==> src/rtl/ppm_pkg.sv <==
// rtl/ppm_pkg.sv - shared constants and helpers for pulse_period_meter
//
// Contents:
//   ppm_state_e / ST_*  measurement state encoding (IDLE=0, ARM=1, MEASURE=2)
//   STS_*               bit positions inside the STATUS byte
//   CTRL_*              bit positions inside the CTRL byte
//   sat_inc8            8-bit increment that sticks at 255
package ppm_pkg;

    typedef enum logic [1:0] {
        PPM_IDLE    = 2'd0,
        PPM_ARM     = 2'd1,
        PPM_MEASURE = 2'd2
    } ppm_state_e;

    localparam logic [1:0] ST_IDLE    = 2'd0;
    localparam logic [1:0] ST_ARM     = 2'd1;
    localparam logic [1:0] ST_MEASURE = 2'd2;

    localparam int STS_NEW      = 0;
    localparam int STS_OVF      = 1;
    localparam int STS_STATE_LO = 2;
    localparam int STS_STATE_HI = 3;
    localparam int STS_LVL      = 7;

    localparam int CTRL_EN  = 0;
    localparam int CTRL_ACK = 1;

    function automatic logic [7:0] sat_inc8(input logic [7:0] v);
        return (v == 8'hFF) ? 8'hFF : v + 8'd1;
    endfunction

endpackage

==> src/rtl/ppm_debounce.sv <==
// rtl/ppm_debounce.sv - 2-FF synchronizer plus run-length debounce filter
//
// Ports:
//   CLK    system clock
//   RESET  synchronous, active-high reset
//   raw    asynchronous sensor level
//   filt   filtered level; flips after DB_LEN consecutive differing samples
module ppm_debounce
    import ppm_pkg::*;
#(
    parameter int DB_LEN = 8
) (
    input  logic CLK,
    input  logic RESET,
    input  logic raw,
    output logic filt
);

    localparam int CW = (DB_LEN > 1) ? $clog2(DB_LEN + 1) : 1;
    localparam logic [CW-1:0] CNT_LAST = CW'(DB_LEN - 1);

    logic          sync_1;
    logic          sync_2;
    logic [CW-1:0] run_cnt;

    always_ff @(posedge CLK) begin
        if (RESET) begin
            sync_1  <= 1'b0;
            sync_2  <= 1'b0;
            run_cnt <= '0;
            filt    <= 1'b0;
        end else begin
            sync_1 <= raw;
            sync_2 <= sync_1;
            // Any sample agreeing with the current level restarts the run,
            // so a glitch shorter than DB_LEN never reaches filt.
            if (sync_2 != filt) begin
                if (run_cnt == CNT_LAST) begin
                    filt    <= ~filt;
                    run_cnt <= '0;
                end else begin
                    run_cnt <= run_cnt + 1'b1;
                end
            end else begin
                run_cnt <= '0;
            end
        end
    end

endmodule

==> src/rtl/pulse_period_meter.sv <==
// rtl/pulse_period_meter.sv - heartbeat interval meter feeding PERIOD/STATUS bytes
//
// Ports:
//   CLK     system clock
//   RESET   synchronous, active-high reset
//   PULSE   raw sensor pulse (asynchronous)
//   CTRL    bit0 EN, bit1 ACK (rising edge clears NEW/OVF), others ignored
//   PERIOD  last captured interval in ticks
//   STATUS  bit0 NEW, bit1 OVF, bits3:2 state, bit7 filtered level
//
// Build option: define PPM_AVG_EN to report the mean of the last four
// accepted intervals instead of the raw interval.
module pulse_period_meter
    import ppm_pkg::*;
#(
    parameter int TICK_DIV  = 50000,
    parameter int DB_LEN    = 8,
    parameter int MIN_TICKS = 40
) (
    input  logic       CLK,
    input  logic       RESET,
    input  logic       PULSE,
    input  logic [7:0] CTRL,
    output logic [7:0] PERIOD,
    output logic [7:0] STATUS
);

    localparam int PW = (TICK_DIV > 1) ? $clog2(TICK_DIV) : 1;
    localparam logic [PW-1:0] PRESC_MAX = PW'(TICK_DIV - 1);
    localparam logic [7:0]    MIN_IVL   = 8'(MIN_TICKS);

    logic          filt;
    logic          filt_d;
    logic          beat;
    logic          en_q;
    logic          ack_q;
    logic          ack_d;
    logic          ack_rise;
    logic [1:0]    state;
    logic [PW-1:0] presc;
    logic [7:0]    ivl;
    logic [7:0]    ivl_nxt;
    logic          tick;
    logic          meas;
    logic          accept;
    logic          timeout;
    logic          capture;
    logic          enter_arm;
    logic          new_flag;
    logic          ovf_flag;
    logic          unused_ctrl;

    assign unused_ctrl = ^CTRL[7:2];

    ppm_debounce #(
        .DB_LEN(DB_LEN)
    ) u_debounce (
        .CLK   (CLK),
        .RESET (RESET),
        .raw   (PULSE),
        .filt  (filt)
    );

    always_ff @(posedge CLK) begin
        if (RESET) begin
            filt_d <= 1'b0;
            beat   <= 1'b0;
            en_q   <= 1'b0;
            ack_q  <= 1'b0;
            ack_d  <= 1'b0;
        end else begin
            filt_d <= filt;
            beat   <= filt & ~filt_d;
            en_q   <= CTRL[CTRL_EN];
            ack_q  <= CTRL[CTRL_ACK];
            ack_d  <= ack_q;
        end
    end

    assign ack_rise = ack_q & ~ack_d;

    // The tick landing on the beat cycle is counted into the captured value,
    // so a spacing of exactly N*TICK_DIV cycles reads back as N.
    always_comb begin
        meas      = en_q && (state == ST_MEASURE);
        tick      = meas && (presc == PRESC_MAX);
        ivl_nxt   = tick ? sat_inc8(ivl) : ivl;
        accept    = meas && beat && (ivl_nxt >= MIN_IVL);
        timeout   = meas && tick && (ivl_nxt == 8'hFF) && !accept;
        capture   = accept || timeout;
        enter_arm = en_q && ((state == ST_IDLE) || timeout);
    end

    always_ff @(posedge CLK) begin
        if (RESET) begin
            state <= ST_IDLE;
            presc <= '0;
            ivl   <= 8'd0;
        end else if (!en_q) begin
            state <= ST_IDLE;
            presc <= '0;
            ivl   <= 8'd0;
        end else begin
            case (state)
                ST_IDLE: begin
                    presc <= '0;
                    ivl   <= 8'd0;
                    state <= ST_ARM;
                end
                ST_ARM: begin
                    presc <= '0;
                    ivl   <= 8'd0;
                    if (beat) begin
                        state <= ST_MEASURE;
                    end
                end
                ST_MEASURE: begin
                    if (accept) begin
                        presc <= '0;
                        ivl   <= 8'd0;
                    end else if (timeout) begin
                        presc <= '0;
                        ivl   <= 8'd0;
                        state <= ST_ARM;
                    end else begin
                        // Beats inside the refractory window fall through here
                        // and leave the running interval untouched.
                        presc <= tick ? '0 : presc + 1'b1;
                        ivl   <= ivl_nxt;
                    end
                end
                default: begin
                    state <= ST_IDLE;
                    presc <= '0;
                    ivl   <= 8'd0;
                end
            endcase
        end
    end

    // A capture or timeout outranks an acknowledge arriving in the same cycle.
    always_ff @(posedge CLK) begin
        if (RESET) begin
            new_flag <= 1'b0;
            ovf_flag <= 1'b0;
        end else begin
            if (capture) begin
                new_flag <= 1'b1;
            end else if (ack_rise) begin
                new_flag <= 1'b0;
            end
            if (timeout) begin
                ovf_flag <= 1'b1;
            end else if (ack_rise) begin
                ovf_flag <= 1'b0;
            end
        end
    end

`ifdef PPM_AVG_EN
    logic [7:0] hist [4];
    logic       first;
    logic [7:0] h0_src;
    logic [7:0] h1_src;
    logic [7:0] h2_src;
    logic [9:0] avg_sum;

    // The first capture of a new arming seeds every slot, so the mean starts
    // at that interval instead of being dragged down by stale history.
    always_comb begin
        h0_src  = first ? ivl_nxt : hist[0];
        h1_src  = first ? ivl_nxt : hist[1];
        h2_src  = first ? ivl_nxt : hist[2];
        avg_sum = {2'b00, ivl_nxt} + {2'b00, h0_src} + {2'b00, h1_src} + {2'b00, h2_src};
    end

    always_ff @(posedge CLK) begin
        if (RESET) begin
            PERIOD  <= 8'd0;
            first   <= 1'b1;
            hist[0] <= 8'd0;
            hist[1] <= 8'd0;
            hist[2] <= 8'd0;
            hist[3] <= 8'd0;
        end else begin
            if (accept) begin
                hist[0] <= ivl_nxt;
                hist[1] <= h0_src;
                hist[2] <= h1_src;
                hist[3] <= h2_src;
                PERIOD  <= avg_sum[9:2];
                first   <= 1'b0;
            end else if (timeout) begin
                PERIOD <= 8'hFF;
            end
            if (enter_arm) begin
                first <= 1'b1;
            end
        end
    end
`else
    logic unused_arm;

    assign unused_arm = enter_arm;

    always_ff @(posedge CLK) begin
        if (RESET) begin
            PERIOD <= 8'd0;
        end else if (capture) begin
            PERIOD <= accept ? ivl_nxt : 8'hFF;
        end
    end
`endif

    always_comb begin
        STATUS                            = 8'h00;
        STATUS[STS_NEW]                   = new_flag;
        STATUS[STS_OVF]                   = ovf_flag;
        STATUS[STS_STATE_HI:STS_STATE_LO] = state;
        STATUS[STS_LVL]                   = filt;
    end

endmodule

==> config.mk <==
export PLATFORM = sky130hd
export DESIGN_NAME = pulse_period_meter
export DESIGN_NICKNAME = d
export VERILOG_FILES = /design/src/rtl/ppm_pkg.sv /design/src/rtl/ppm_debounce.sv /design/src/rtl/pulse_period_meter.sv
export SDC_FILE = /design/constraint.sdc
export NUM_CORES = 1
export LEC_CHECK = 0
export CORE_MARGIN = 10
export CORE_UTILIZATION = 49
export CTS_CLUSTER_DIAMETER = 80
export CTS_CLUSTER_SIZE = 12
export DETAILED_ROUTE_END_ITERATION = 12
export GPL_TIMING_DRIVEN = 1
export PLACE_DENSITY = 0.74
export SLEW_MARGIN = 20
export SYNTH_ARGS = -nofsm -noshare
export SYNTH_HDL_FRONTEND = slang
export SYNTH_SLANG_ARGS = --single-unit
==> constraint.sdc <==
create_clock -name CLK -period 2.9 [get_ports CLK]
set_input_delay 0.58 -clock CLK [delete_from_list [all_inputs] [get_ports CLK]]
set_output_delay 0.58 -clock CLK [all_outputs]
set_load 0.005 [all_outputs]
==> metrics.txt, run 1 <==
Root Buffer Master=clkbuf_8; Finished Layout Cells=317; CP delay by family, top=simple AND/OR/NAND/NOR gates; largest net degree at the start of global routing=20; full die area=7550 µm²; FMAX=365 MHz; First DRT Iteration DRCs=46; # nets final=278; Final HPWL DP=3270 µm; worst-skew pair later-pin latency=0.30 ns; Power per Cell Area=457 nW/µm²; number of diodes=0; Post-Place Cells=308; Mapped Area=2190 µm²; Leak Pwr=0.861 nW; die height=86.9 µm; switching share of power=20.4%; commonest cells after routing, fill and taps aside=dfxtp_1 (47), nor2_1 (27), clkdlybuf4s50_1 (17); met3 Use GR=4.12%; status=finished, final reports clean; row count=24; CP endpoint kind=flip-flop; clock share of power=41.7%; die width=86.9 µm; max cap viols=0; Worst Skew=0.00772 ns; area grow syn2layout=17.0%; Total Routed Length=4340 µm; Yosys reg bits=48; setup slack at placement=0.0715 ns; crit path max-delay cell type=or3_1; Wirelength per Cell=13.7 µm; number of routed nets with antenna violations=0; # DRC=0; gpl congestion=0.856; arrival time worst endpoint=2.94 ns; total gr overflow=0; RSZ-0062 raised after global routing=no; first-pass GRT wire length=7410 µm; Hold Violations, Final=0; vias in the first global route=1617; WP data required=3.10 ns; share of cells above drive strength 1=14.0%; internal power=932 µW; most used cell, CP=or3_1; top cells by area, synth=dfxtp_1 (44%), nor2_1 (4.6%), xor2_1 (3.6%); number of synthesized flops with an enable pin=0; CTS clk-pin slew, worst paths=0.09 ns; WP buf/inv=0; Startpoint Class=flip-flop; area of the core=4350 µm²; clock tree sinks=48; Cell Chain, Critical Path=ha_1 > nand3_1 > or3_1 > o211a_1 > a2111o_1 > or3_1 > a211oi_1 > nor2_1; via count=1725; cells after synthesis=241; drt first pass iters=4; grt met1 use=14.3%; Pins Over Slew Limit=0; WS Path Type=reg2reg; Yosys Warn Count=0; Total GRT Usage=12.0%; CP max FO=7; Seq pwr share=56.8%; met2 usage in global routing=19.4%; # fillers=386; library cells used by synthesis=51; VDD IR max=0.286 mV; Combinational Power Share=1.5%; top_reg_cell synth=dfxtp_1; # setup viols final=0; asr flop ratio synth=0%; GRT busiest layer=met2; Vias per Instance=5.44; Initial Util=50.4%; syn_area_per_cell=9.10 µm²; post-synth top area share=43.8%; CTS tree=built; max incr delay on CP=0.51 ns; setup TNS=0 ns; H-Tree Depth=2; PortBufs=17; Seq/Total Area, Yosys=43.8%; # IOs=27; PnR worst setup slack=0.159 ns; most common cell after layout, fill and taps aside=dfxtp_1; final cycle utilization of the critical path=94.5%; initial antenna violation count=0; Period minus WS final=2.74 ns; CTS Buffer Depth=2; Num CTS Buffers=5; post-route cell area=2570 µm²; leading area contributor after synthesis=dfxtp_1; Worst Hold Class=reg2reg; Post-DP Area=2430 µm²; # hold bufs at CTS=0; switching power=239 µW
[metrics by stage]
stage | utilization [%] | hold slack (ns) | power [mW]
after global placement | 55.8 | 0.372 | 0.698
after detailed placement | 55.8 | 0.388 | 0.699
after CTS | 58.4 | 0.401 | 1.18
after global routing | 58.9 | 0.405 | 1.21
final | 58.9 | 0.394 | 1.17
after floorplan | - | 0.367 | 0.692
[worst paths after layout]
check / start / endpoint / slack (ns) / cells past startpoint
min reg2reg: filt_d$_SDFF_PP0_ / beat$_SDFF_PP0_ / 0.39 / 1
max reg2reg: ivl[1]$_SDFF_PP0_ / state[1]$_SDFFE_PP0P_ / 0.16 / 8
min: filt_d$_SDFF_PP0_ / beat$_SDFF_PP0_ / 0.39 / 1
max: ivl[1]$_SDFF_PP0_ / state[1]$_SDFFE_PP0P_ / 0.16 / 8
[cell usage after synthesis (3+ instances only)]
cell type and number:
clkbuf_1 4, o21ai_0 4, ha_1 3, nor3_1 14
nand4_1 3, buf_4 7, nor2b_1 9, xnor2_1 8
nand2_1 16, or3_1 3, nand2b_1 3, nor2_1 27
and3_1 6, dfxtp_1 48, a21oi_1 7, nand3_1 10
and4_1 4, inv_1 4, xor2_1 9, a211oi_1 8
nor3_2 6
[cell families after synthesis]
family	after synthesis	share of synthesized area, %
muxes	4	2.05
other	1	0.171
and+or+nand+nor	115	29.4
adders and majority gates	3	1.71
AOI/OAI and AO/OA	33	11.0
buffers and inverters	20	5.13
xor gates and xnor gates	17	6.79
DFF	48	43.8
[final cells by class]
| class | count | area [µm²] | share of cell area [%] |
|---|---|---|---|
| sequential | 48 | 962 | 37.5 |
| tap | 52 | 65.1 | 2.54 |
| clock buffer | 5 | 68.8 | 2.68 |
| clock inverter | 3 | 46.3 | 1.80 |
| multi-input combinational | 175 | 1140 | 44.5 |
| timing repair buffer | 30 | 268 | 10.4 |
| inverter | 4 | 15.0 | 0.585 |
[registers in the layout, indices dropped and copies added, names as in the netlist, 2 cells and up]
register	cells
u_debounce.run_cnt	4
presc	16
ivl	8
state	2
PERIOD	8
[metal layers]
layer  vias up  share of wire (%)
met4         0                1.2
li1        884                  -
met5         -                  0
met2        26                 49
met1       810                 46
met3         5                4.0
[worst register-to-register path, cell delays in order (launching register included)]
cell,delay [ns]
dfxtp_1,0.38
ha_1,0.24
nand3_1,0.18
or3_1,0.51
o211a_1,0.15
a2111o_1,0.44
or3_1,0.42
a211oi_1,0.26
nor2_1,0.06
[power by group through the flow]
stage / registers (mW) / clock network (mW) / logic, mW
2_1_floorplan: 0.680 / 0 / 0.0120
3_3_place_gp: 0.681 / 0 / 0.0178
3_5_place_dp: 0.681 / 0 / 0.0179
4_1_cts: 0.665 / 0.501 / 0.0179
5_1_grt: 0.666 / 0.526 / 0.0207
6_report: 0.665 / 0.489 / 0.0177
[what timing repair did]
| item | 4_1_cts | 5_1_grt |
|---|---|---|
| hold endpoints to repair | 0 | 0 |
| gates resized for setup | 0 | 4 |
| endpoints found under the setup margin | 0 | 24 |
| buffers inserted | 0 | 1 |
No activity file was read; power rests on OpenSTA's default activity.
==> inputs of run 2 (changes only) <==
--- a/config.mk
+++ b/config.mk
@@ -12,6 +12,7 @@
 export DETAILED_ROUTE_END_ITERATION = 12
 export GPL_TIMING_DRIVEN = 1
 export PLACE_DENSITY = 0.74
+export RECOVER_POWER = 100
 export SLEW_MARGIN = 20
 export SYNTH_ARGS = -nofsm -noshare
 export SYNTH_HDL_FRONTEND = slang
==> metrics.txt, run 2 (synthesized netlist as in run 1, its figures left out) <==
Total GRT Usage=12.0% (unchanged); vias in the first global route=1617 (unchanged); Worst Skew=0.00736 ns (was 0.00772 ns); clock share of power=41.8% (was 41.7%); RSZ-0062 raised after global routing=no (unchanged); First DRT Iteration DRCs=47 (was 46); setup TNS=0 ns (unchanged); area grow syn2layout=15.9% (was 17.0%); full die area=7550 µm² (unchanged); Wirelength per Cell=13.7 µm (about the same); share of cells above drive strength 1=12.1% (was 14.0%); initial antenna violation count=0 (unchanged); Num CTS Buffers=5 (unchanged); Power per Cell Area=461 nW/µm² (was 457 nW/µm²); # fillers=390 (was 386); max reg flops=16 (unchanged); area of the multi-input gates=1120 µm² (was 1140 µm²); Leak Pwr=0.898 nW (was 0.861 nW); largest net degree at the start of global routing=20 (unchanged); H-Tree Depth=2 (unchanged); register area=962 µm² (unchanged); status=finished, final reports clean (unchanged); via count=1729 (was 1725); # setup viols final=0 (unchanged); Worst Hold Class=reg2reg (unchanged); arrival time worst endpoint=2.94 ns (about the same); die height=86.9 µm (unchanged); met2 wire len=2110 µm (about the same); VDD IR max=0.286 mV (about the same); # hold bufs at CTS=0 (unchanged); internal power=931 µW (was 932 µW); number of routed nets with antenna violations=0 (unchanged); Root Buffer Master=clkbuf_8 (unchanged); area of the core=4350 µm² (unchanged); drt first pass iters=4 (unchanged); Vias per Instance=5.45 (was 5.44); worst-skew pair later-pin latency=0.31 ns (was 0.30 ns); CTS tree=built (unchanged); clock tree sinks=48 (unchanged); WP data required=3.10 ns (about the same); # DRC=0 (unchanged); Startpoint Class=flip-flop (unchanged); largest reg by FF count=presc (unchanged); Combinational Power Share=1.4% (was 1.5%); biggest regs=presc: 16 flops, PERIOD: 8 flops, ivl: 8 flops (unchanged); final cycle utilization of the critical path=94.3% (was 94.5%); Period minus WS final=2.73 ns (was 2.74 ns); PortBufs=17 (unchanged); row count=24 (unchanged); Initial Util=50.4% (unchanged); Final HPWL DP=3270 µm (unchanged); die width=86.9 µm (unchanged); metal3 WL=166 µm (was 173 µm); first-pass GRT wire length=7410 µm (unchanged); Hold Violations, Final=0 (unchanged); fin util=58.4% (was 58.9%); headroom to the max-slew limit=47.2%; Pins Over Slew Limit=0 (unchanged); Seq pwr share=56.8% (about the same); CTS clk-pin slew, worst paths=0.09 ns (about the same); most common cell after layout, fill and taps aside=dfxtp_1 (unchanged); # IOs=27 (unchanged); CP max FO=7 (unchanged); number of diodes=0 (unchanged); max cap viols=0 (unchanged); Total Routed Length=4360 µm (was 4340 µm); CTS Buffer Depth=2 (unchanged); DR top layer=met4 (unchanged); commonest cells after routing, fill and taps aside=dfxtp_1 (47), nor2_1 (27), nor3_1 (18) (was dfxtp_1 (47), nor2_1 (27), clkdlybuf4s50_1 (17)); Worst-Margin Slew=0.792 ns; switching power=240 µW (was 239 µW); total gr overflow=0 (unchanged); FMAX=366 MHz (was 365 MHz); switching share of power=20.5% (was 20.4%); # nets final=278 (unchanged); CP endpoint kind=flip-flop (unchanged); gpl congestion=0.856 (unchanged); Post-Route M1 WL=2020 µm (was 2010 µm); WS Path Type=reg2reg (unchanged)
-- run 2: changes by cell type in the layout (fill, tap and decap cells not counted) --
| cell | change |
|---|---|
| dlygate4sd3_1 | +14 |
| nor3_1 | +4 |
| buf_4 | -1 |
| clkdlybuf4s50_1 | -14 |
| nor3_2 | -4 |
| clkbuf_1 | +1 |
-- run 2: cell type report --
cell class / count / area share (%)
well taps: 52 / 2.56
flip-flops and latches: 48 / 37.8
clock inverters: 3 / 1.82
multi-input cells: 175 / 44.1
inverters: 4 / 0.591
repair buffers: 30 / 10.4
clock buffers: 5 / 2.71
-- run 2: path summary, 6_finish.rpt --
check	from	end	slack, ns	cells past startpoint
worst max-delay path	ivl[1]$_SDFF_PP0_	state[1]$_SDFFE_PP0P_	0.17	8
worst min-delay path	filt_d$_SDFF_PP0_	beat$_SDFF_PP0_	0.39	1
worst max register to register	ivl[1]$_SDFF_PP0_	state[1]$_SDFFE_PP0P_	0.17	8
worst min register to register	filt_d$_SDFF_PP0_	beat$_SDFF_PP0_	0.39	1
-- run 2: worst max-delay path: stages, from the launching register on --
cell      delay, ns
dfxtp_1        0.39
ha_1           0.24
nand3_1        0.17
or3_1          0.51
o211a_1        0.15
a2111o_1       0.44
or3_1          0.41
a211oi_1       0.26
nor2_1         0.06
-- run 2: per-stage QoR --
stage	worst slack, ns	hold slack, ns	instance area (µm²)	cells	power, mW
floorplan	0.114	0.367	2200	243	0.692
global placement	0.132	0.372	2430	308	0.698
detailed placement	0.0715	0.388	2430	308	0.699
CTS	0.0324	0.401	2540	316	1.18
global route	0.0226	0.405	2540	317	1.21
finish	0.165	0.395	2540	317	1.17
-- run 2: repair_timing --
action,CTS,global route
setup buffers,0,1
setup endpoints to repair,0,24
gates resized for setup,0,4
-- run 2: power groups by stage --
stage               Sequential (mW)  Combinational [mW]  Clock [mW]
detailed placement            0.681              0.0179           0
global route                  0.666              0.0196       0.526
global placement              0.681              0.0178           0
floorplan                     0.680              0.0120           0
CTS                           0.665              0.0179       0.501
finish                        0.665              0.0167       0.490
-- run 2: routing by layer --
layer	vias to the layer above	track usage, %
met3	6	4.12
li1	884	-
met4	0	4.57
met2	22	19.4
met5	-	0
met1	817	14.3
==> inputs of run 3 (changes only) <==
--- a/config.mk
+++ b/config.mk
@@ -11,6 +11,7 @@
 export CTS_CLUSTER_SIZE = 12
 export DETAILED_ROUTE_END_ITERATION = 12
 export GPL_TIMING_DRIVEN = 1
+export HOLD_SLACK_MARGIN = 0.05
 export PLACE_DENSITY = 0.74
 export RECOVER_POWER = 100
 export SLEW_MARGIN = 20
==> results of run 3 <==
No change in the layout: final DEF, timing and power equal those of run 2.
